===== src/rtl/sync_frame_fifo.sv =====
// sync_frame_fifo
//   Single-clock FIFO that only exposes complete frames to the reader.
//   Words are written speculatively at wr_ptr; a frame becomes readable when
//   its last word is accepted, which moves cm_ptr up to wr_ptr. A frame that
//   hits an overflow is rolled back on its last word and never seen by the
//   reader. w_drop discards the frame in progress.
//
// Ports
//   clk, arst            clock, asynchronous active-high reset
//   w_en, data_in        write request and data
//   w_last               marks the written word as end of frame
//   w_drop               discard the uncommitted frame in progress
//   r_en                 read request
//   clr_err              clear sticky overflow/underflow
//   data_out, r_last     registered read word and its end-of-frame bit
//   r_valid              data_out/r_last valid (one cycle after accepted r_en)
//   full, empty          no free slot (incl. uncommitted) / no committed word
//   afull, aempty        occupancy >= AFULL_TH / level <= AEMPTY_TH
//   level                committed words stored
//   overflow, underflow  sticky error flags
module sync_frame_fifo #(
    parameter int WIDTH     = 8,
    parameter int SIZE      = 16,
    parameter int PTR_LEN   = $clog2(SIZE),
    parameter int AFULL_TH  = SIZE - 2,
    parameter int AEMPTY_TH = 1
) (
    input  logic               clk,
    input  logic               arst,
    input  logic               w_en,
    input  logic [WIDTH-1:0]   data_in,
    input  logic               w_last,
    input  logic               w_drop,
    input  logic               r_en,
    input  logic               clr_err,
    output logic [WIDTH-1:0]   data_out,
    output logic               r_valid,
    output logic               r_last,
    output logic               full,
    output logic               empty,
    output logic               afull,
    output logic               aempty,
    output logic [PTR_LEN:0]   level,
    output logic               overflow,
    output logic               underflow
);

    localparam logic [PTR_LEN:0] PTR_ONE = 1;

    logic [WIDTH:0]   mem [SIZE];

    logic [PTR_LEN:0] wr_ptr, cm_ptr, rd_ptr;
    logic [PTR_LEN:0] wr_ptr_nxt, cm_ptr_nxt;
    logic [PTR_LEN:0] occ;
    logic             ferr, ferr_nxt;

    logic             wr_accept;
    logic             wr_ovf;
    logic             rd_fire;
    logic             rd_unf;

    // Flags come from registered pointers only, so a same-cycle read or
    // commit never changes what this cycle's write/read is allowed to do.
    assign full  = (wr_ptr[PTR_LEN-1:0] == rd_ptr[PTR_LEN-1:0]) &&
                   (wr_ptr[PTR_LEN] != rd_ptr[PTR_LEN]);
    assign empty = (cm_ptr == rd_ptr);

    assign level  = cm_ptr - rd_ptr;
    assign occ    = wr_ptr - rd_ptr;
    assign afull  = (occ >= (PTR_LEN+1)'(AFULL_TH));
    assign aempty = (level <= (PTR_LEN+1)'(AEMPTY_TH));

    assign wr_accept = w_en && !full && !w_drop;
    assign wr_ovf    = w_en && full && !w_drop;
    assign rd_fire   = r_en && !empty;
    assign rd_unf    = r_en && empty;

    // Write-side pointer control. An overflowing last word closes its own
    // broken frame, so the error is seen as pending in the same cycle.
    always_comb begin
        wr_ptr_nxt = wr_ptr;
        cm_ptr_nxt = cm_ptr;
        ferr_nxt   = ferr;
        if (w_drop) begin
            // The errored frame (if any) is the one being dropped.
            wr_ptr_nxt = cm_ptr;
            ferr_nxt   = 1'b0;
        end else if (wr_ovf) begin
            if (w_last) begin
                wr_ptr_nxt = cm_ptr;
                ferr_nxt   = 1'b0;
            end else begin
                ferr_nxt   = 1'b1;
            end
        end else if (wr_accept) begin
            if (w_last && ferr) begin
                wr_ptr_nxt = cm_ptr;
                ferr_nxt   = 1'b0;
            end else begin
                wr_ptr_nxt = wr_ptr + PTR_ONE;
                if (w_last)
                    cm_ptr_nxt = wr_ptr + PTR_ONE;
            end
        end else if (w_last && ferr) begin
            wr_ptr_nxt = cm_ptr;
            ferr_nxt   = 1'b0;
        end
    end

    // Storage has no reset; contents are only observable behind cm_ptr.
    always_ff @(posedge clk) begin
        if (wr_accept)
            mem[wr_ptr[PTR_LEN-1:0]] <= {w_last, data_in};
    end

    always_ff @(posedge clk or posedge arst) begin
        if (arst) begin
            wr_ptr    <= '0;
            cm_ptr    <= '0;
            rd_ptr    <= '0;
            ferr      <= 1'b0;
            overflow  <= 1'b0;
            underflow <= 1'b0;
            data_out  <= '0;
            r_last    <= 1'b0;
            r_valid   <= 1'b0;
        end else begin
            wr_ptr  <= wr_ptr_nxt;
            cm_ptr  <= cm_ptr_nxt;
            ferr    <= ferr_nxt;
            r_valid <= rd_fire;
            if (rd_fire) begin
                rd_ptr                <= rd_ptr + PTR_ONE;
                {r_last, data_out}    <= mem[rd_ptr[PTR_LEN-1:0]];
            end
            // Set beats clear when both happen in the same cycle.
            overflow  <= wr_ovf | (overflow  & ~clr_err);
            underflow <= rd_unf | (underflow & ~clr_err);
        end
    end

endmodule

===== config.mk =====
export PLATFORM = sky130hd
export DESIGN_NAME = sync_frame_fifo
export DESIGN_NICKNAME = d
export VERILOG_FILES = /design/src/rtl/sync_frame_fifo.sv
export SDC_FILE = /design/constraint.sdc
export NUM_CORES = 1
export LEC_CHECK = 0
export ABC_CLOCK_PERIOD_IN_PS = 3520
export CORE_ASPECT_RATIO = 0.8
export CORE_UTILIZATION = 40
export DETAILED_ROUTE_END_ITERATION = 7
export PLACE_DENSITY = 0.59
export SKIP_LAST_GASP = 1
export SLEW_MARGIN = 20
export SYNTH_ARGS = -nofsm -noshare
export SYNTH_HDL_FRONTEND = slang
export SYNTH_SLANG_ARGS = --single-unit

===== constraint.sdc =====
create_clock -name clk -period 3.52 [get_ports clk]
set_clock_uncertainty 0.05 [all_clocks]
set_input_delay 0.704 -clock clk [delete_from_list [all_inputs] [get_ports clk]]
set_output_delay 0.704 -clock clk [all_outputs]
set_load 0.005 [all_outputs]

==> load_flow_metrics.sql <==
INSERT INTO impl_metrics (metric_group, metric, value, unit) VALUES
('status', 'outcome', 'completed', ''),
('clocking', 'post-cts-setup-buffer-count', '0', ''),
('timing', 'max_slew.worst_pin.slew', '945', 'ps'),
('logic_synthesis', 'synth.distinct_cells', '51', ''),
('logic_synthesis', 'async_flop_share', '16.3', '%'),
('placement', 'dp_worst_setup_slack', '293', 'ps'),
('placement', 'routabilityCongestion', '0.791', ''),
('placement', 'detailed_place_hpwl', '10600', 'um'),
('drt', 'post_drt_wl_per_cell', '21.3', 'um'),
('drt', 'drtAntennaViolNets', '0', ''),
('timing', 'final-setup-viol-count', '0', ''),
('clocking', 'clkLatencyLatePin', '420', 'ps'),
('grt', 'grt_start_max_net_pins', '39', ''),
('floorplan', 'core_area', '17500', 'um2'),
('final_layout', 'finish.net_count', '555', ''),
('timing', 'post-route-min-period', '3380', 'ps'),
('power', 'power.density', '838', 'nW/um2'),
('logic_synthesis', 'count_of_flip_flops_with_a_built_in_enable_after_synthesis', '144', ''),
('floorplan', 'start_util', '41.2', '%'),
('worst_setup_path', 'rr_worst_depth', '6', ''),
('grt', 'grt_pass1_vias', '4006', ''),
('drt', 'vias', '4056', ''),
('worst_setup_path', 'timing.critical_path.cells', 'ha_1 > or4_1 > a31oi_1 > o21ai_0 > clkdlybuf4s50_1', ''),
('logic_synthesis', 'synth-compound-area-share', '7.28', '%'),
('logic_synthesis', 'synth-seq-cells', '172', ''),
('timing', 'timing.final.ws_setup', '143', 'ps'),
('logic_synthesis', 'avgSynthCellArea', '15.6', 'um2'),
('clocking', 'clkTransAtPathRegs', '60', 'ps'),
('floorplan', 'boundaryPins', '36', ''),
('drt', 'route.final.wire_length', '16200', 'um'),
('drt', 'drtIter0Drc', '370', ''),
('timing', 'max_freq', '296', 'MHz'),
('clocking', 'clock_sink_count', '172', ''),
('worst_setup_path', 'crit_path_max_fanout', '12', ''),
('worst_setup_path', 'cpMaxStageDelayCell', 'dfrtp_1', ''),
('logic_synthesis', 'synth_top_area_share', '59.8', '%'),
('placement', 'numPortBuffers', '35', ''),
('logic_synthesis', 'post_synth_mux_area_share', '11.0', '%'),
('drt', 'drt-pass1-iter-count', '4', ''),
('clocking', 'post_cts_hold_buffer_count', '0', ''),
('final_layout', 'insertedDiodeCount', '0', ''),
('worst_setup_path', 'cp_num_buf_inv', '1', ''),
('logic_synthesis', 'largest_cells_by_area_after_synthesis', 'edfxtp_1, dfrtp_1, mux2i_1, mux4_2, ha_1', ''),
('floorplan', 'row_count', '43', ''),
('timing', 'setup_repair_after_global_routing_missed_its_margin', 'no', ''),
('logic_synthesis', 'yosys.area_share.xor_xnor', '1.80', '%'),
('clocking', 'cts_inserted_buffers', '17', ''),
('logic_synthesis', 'synth_largest_area_cell', 'edfxtp_1', ''),
('floorplan', 'die_height', '122', 'um'),
('worst_setup_path', 'critical_path.endpoint_type', 'primary output', ''),
('final_layout', 'area_delta_synth_final', '18.6', '%'),
('clocking', 'cts.htree.levels', '4', ''),
('timing', 'final-hold-violation-count', '0', ''),
('worst_setup_path', 'cp.depth', '5', ''),
('final_layout', 'layout.cells.most_common_list', 'edfxtp_1, mux2i_1, nor2_1, clkdlybuf4s50_1, buf_4', ''),
('clocking', 'cts-root-to-sink-buffers', '2', ''),
('clocking', 'tritoncts', 'yes', ''),
('logic_synthesis', 'synthesis.area', '7230', 'um2'),
('power', 'vdd_ir_drop_max', '0.389', 'mV'),
('logic_synthesis', 'synth_fp_nets', '493', ''),
('logic_synthesis', 'synth_top_family_by_area', 'multiplexers', ''),
('timing', 'final_min_period_over_clock_period', '95.9', '%'),
('worst_setup_path', 'cpPeakStageDelay', '530', 'ps'),
('drt', 'vias_per_cell', '5.32', ''),
('floorplan', 'die_area', '18600', 'um2'),
('grt', 'grt_antenna_before_repair', '0', ''),
('timing', 'fin_setup_tns', '0', 'ps'),
('hold_path', 'hold_class', 'register to register', ''),
('logic_synthesis', 'synth.yosys.warnings', '0', ''),
('logic_synthesis', 'synth_simple_gate_area_share', '5.35', '%'),
('placement', 'post-place-cells', '731', '');
[worst reg2reg max path: stages, from the launching register on]
cell      delay, ps
dfrtp_4         420
buf_4           460
buf_4           650
mux2i_1         200
a221oi_1        630
o21ai_0         200
a31oi_1         200
[cell type report]
cell class              instances  area, um2
clock buffers                  18        429
clock inverters                14        176
fillers                      1483       8960
inverters                      16       60.1
multi-input cells             256       2050
flip-flops and latches        172       5030
well taps                     225        282
repair buffers                 62        552
[cell families (layout without fill, tap and decap cells)]
kind of cell,count (synthesis),after routing
buf+inv,35,110
xor+xnor,14,14
compound gates,78,78
simple gates,81,81
fa+ha+maj,15,15
mux,68,68
flops,172,172
[through the flow]
step / hold WS, ps / area [um2] / power (mW) / util, %
after floorplan: 400 / 7230 / 4.25 / -
after global placement: 419 / 7970 / 5.23 / 45.4
after detailed placement: 439 / 7970 / 5.28 / 45.4
after CTS: 453 / 8570 / 7.20 / 48.9
after global routing: 489 / 8580 / 7.54 / 48.9
final: 454 / 8580 / 7.18 / 48.9
[sequential cells by signal, indices dropped and copies added (netlist names)]
| register | count |
|---|---|
| cm_ptr | 5 |
| data_out | 8 |
| ferr | 1 |
| mem | 144 |
| overflow | 1 |
| r_last | 1 |
| r_valid | 1 |
| rd_ptr | 5 |
| underflow | 1 |
| wr_ptr | 5 |
[power breakdown]
part           switching [mW]  internal, mW  leakage [nW]  total, mW
clock network           0.756          1.18         0.286       1.93
registers               0.186          2.45          1.63       2.63
logic                    1.39          1.23          1.16       2.62
[cells in the mapped netlist (all sizes together) (3+ instances only)]
| library cell | n |
|---|---|
| nor3 | 5 |
| clkbuf | 4 |
| mux2 | 3 |
| dfrtp | 28 |
| edfxtp | 144 |
| xor2 | 3 |
| mux2i | 56 |
| o22ai | 18 |
| nand2 | 16 |
| a221oi | 9 |
| nor2 | 34 |
| nor2b | 6 |
| ha | 13 |
| o21ai | 21 |
| mux4 | 9 |
| nand4 | 3 |
| xnor2 | 11 |
| a21oi | 5 |
| buf | 15 |
| inv | 16 |
| a31oi | 11 |
[metal layers]
| metal | vias to the layer above | global-route usage, % | wire length (um) |
|---|---|---|---|
| met3 | 17 | 3.71 | 712 |
| met4 | 0 | 5.93 | 234 |
| met5 | - | 0 | 0 |
| li1 | 1908 | - | - |
| met2 | 66 | 27.1 | 7110 |
| met1 | 2065 | 27.2 | 8170 |
[path summary, 6_finish.rpt]
path / start / end / slack [ps]
max: wr_ptr[3] / afull / 140
min: cm_ptr[0] / cm_ptr[0] / 450
max reg2reg: rd_ptr[0] / data_out[1] / 640
min reg2reg: cm_ptr[0] / cm_ptr[0] / 450
max in group asynchronous: arst / rd_ptr[0] / 1980
min in group asynchronous: arst / underflow / 750
[repair_timing]
action | CTS | global route
cloned | 0 | 0
endpoints found under the setup margin | 1 | 1
pin swaps | 0 | 0
resized for setup | 3 | 3
hold endpoints to repair | 0 | 0
(Power assumes the default switching activity.)
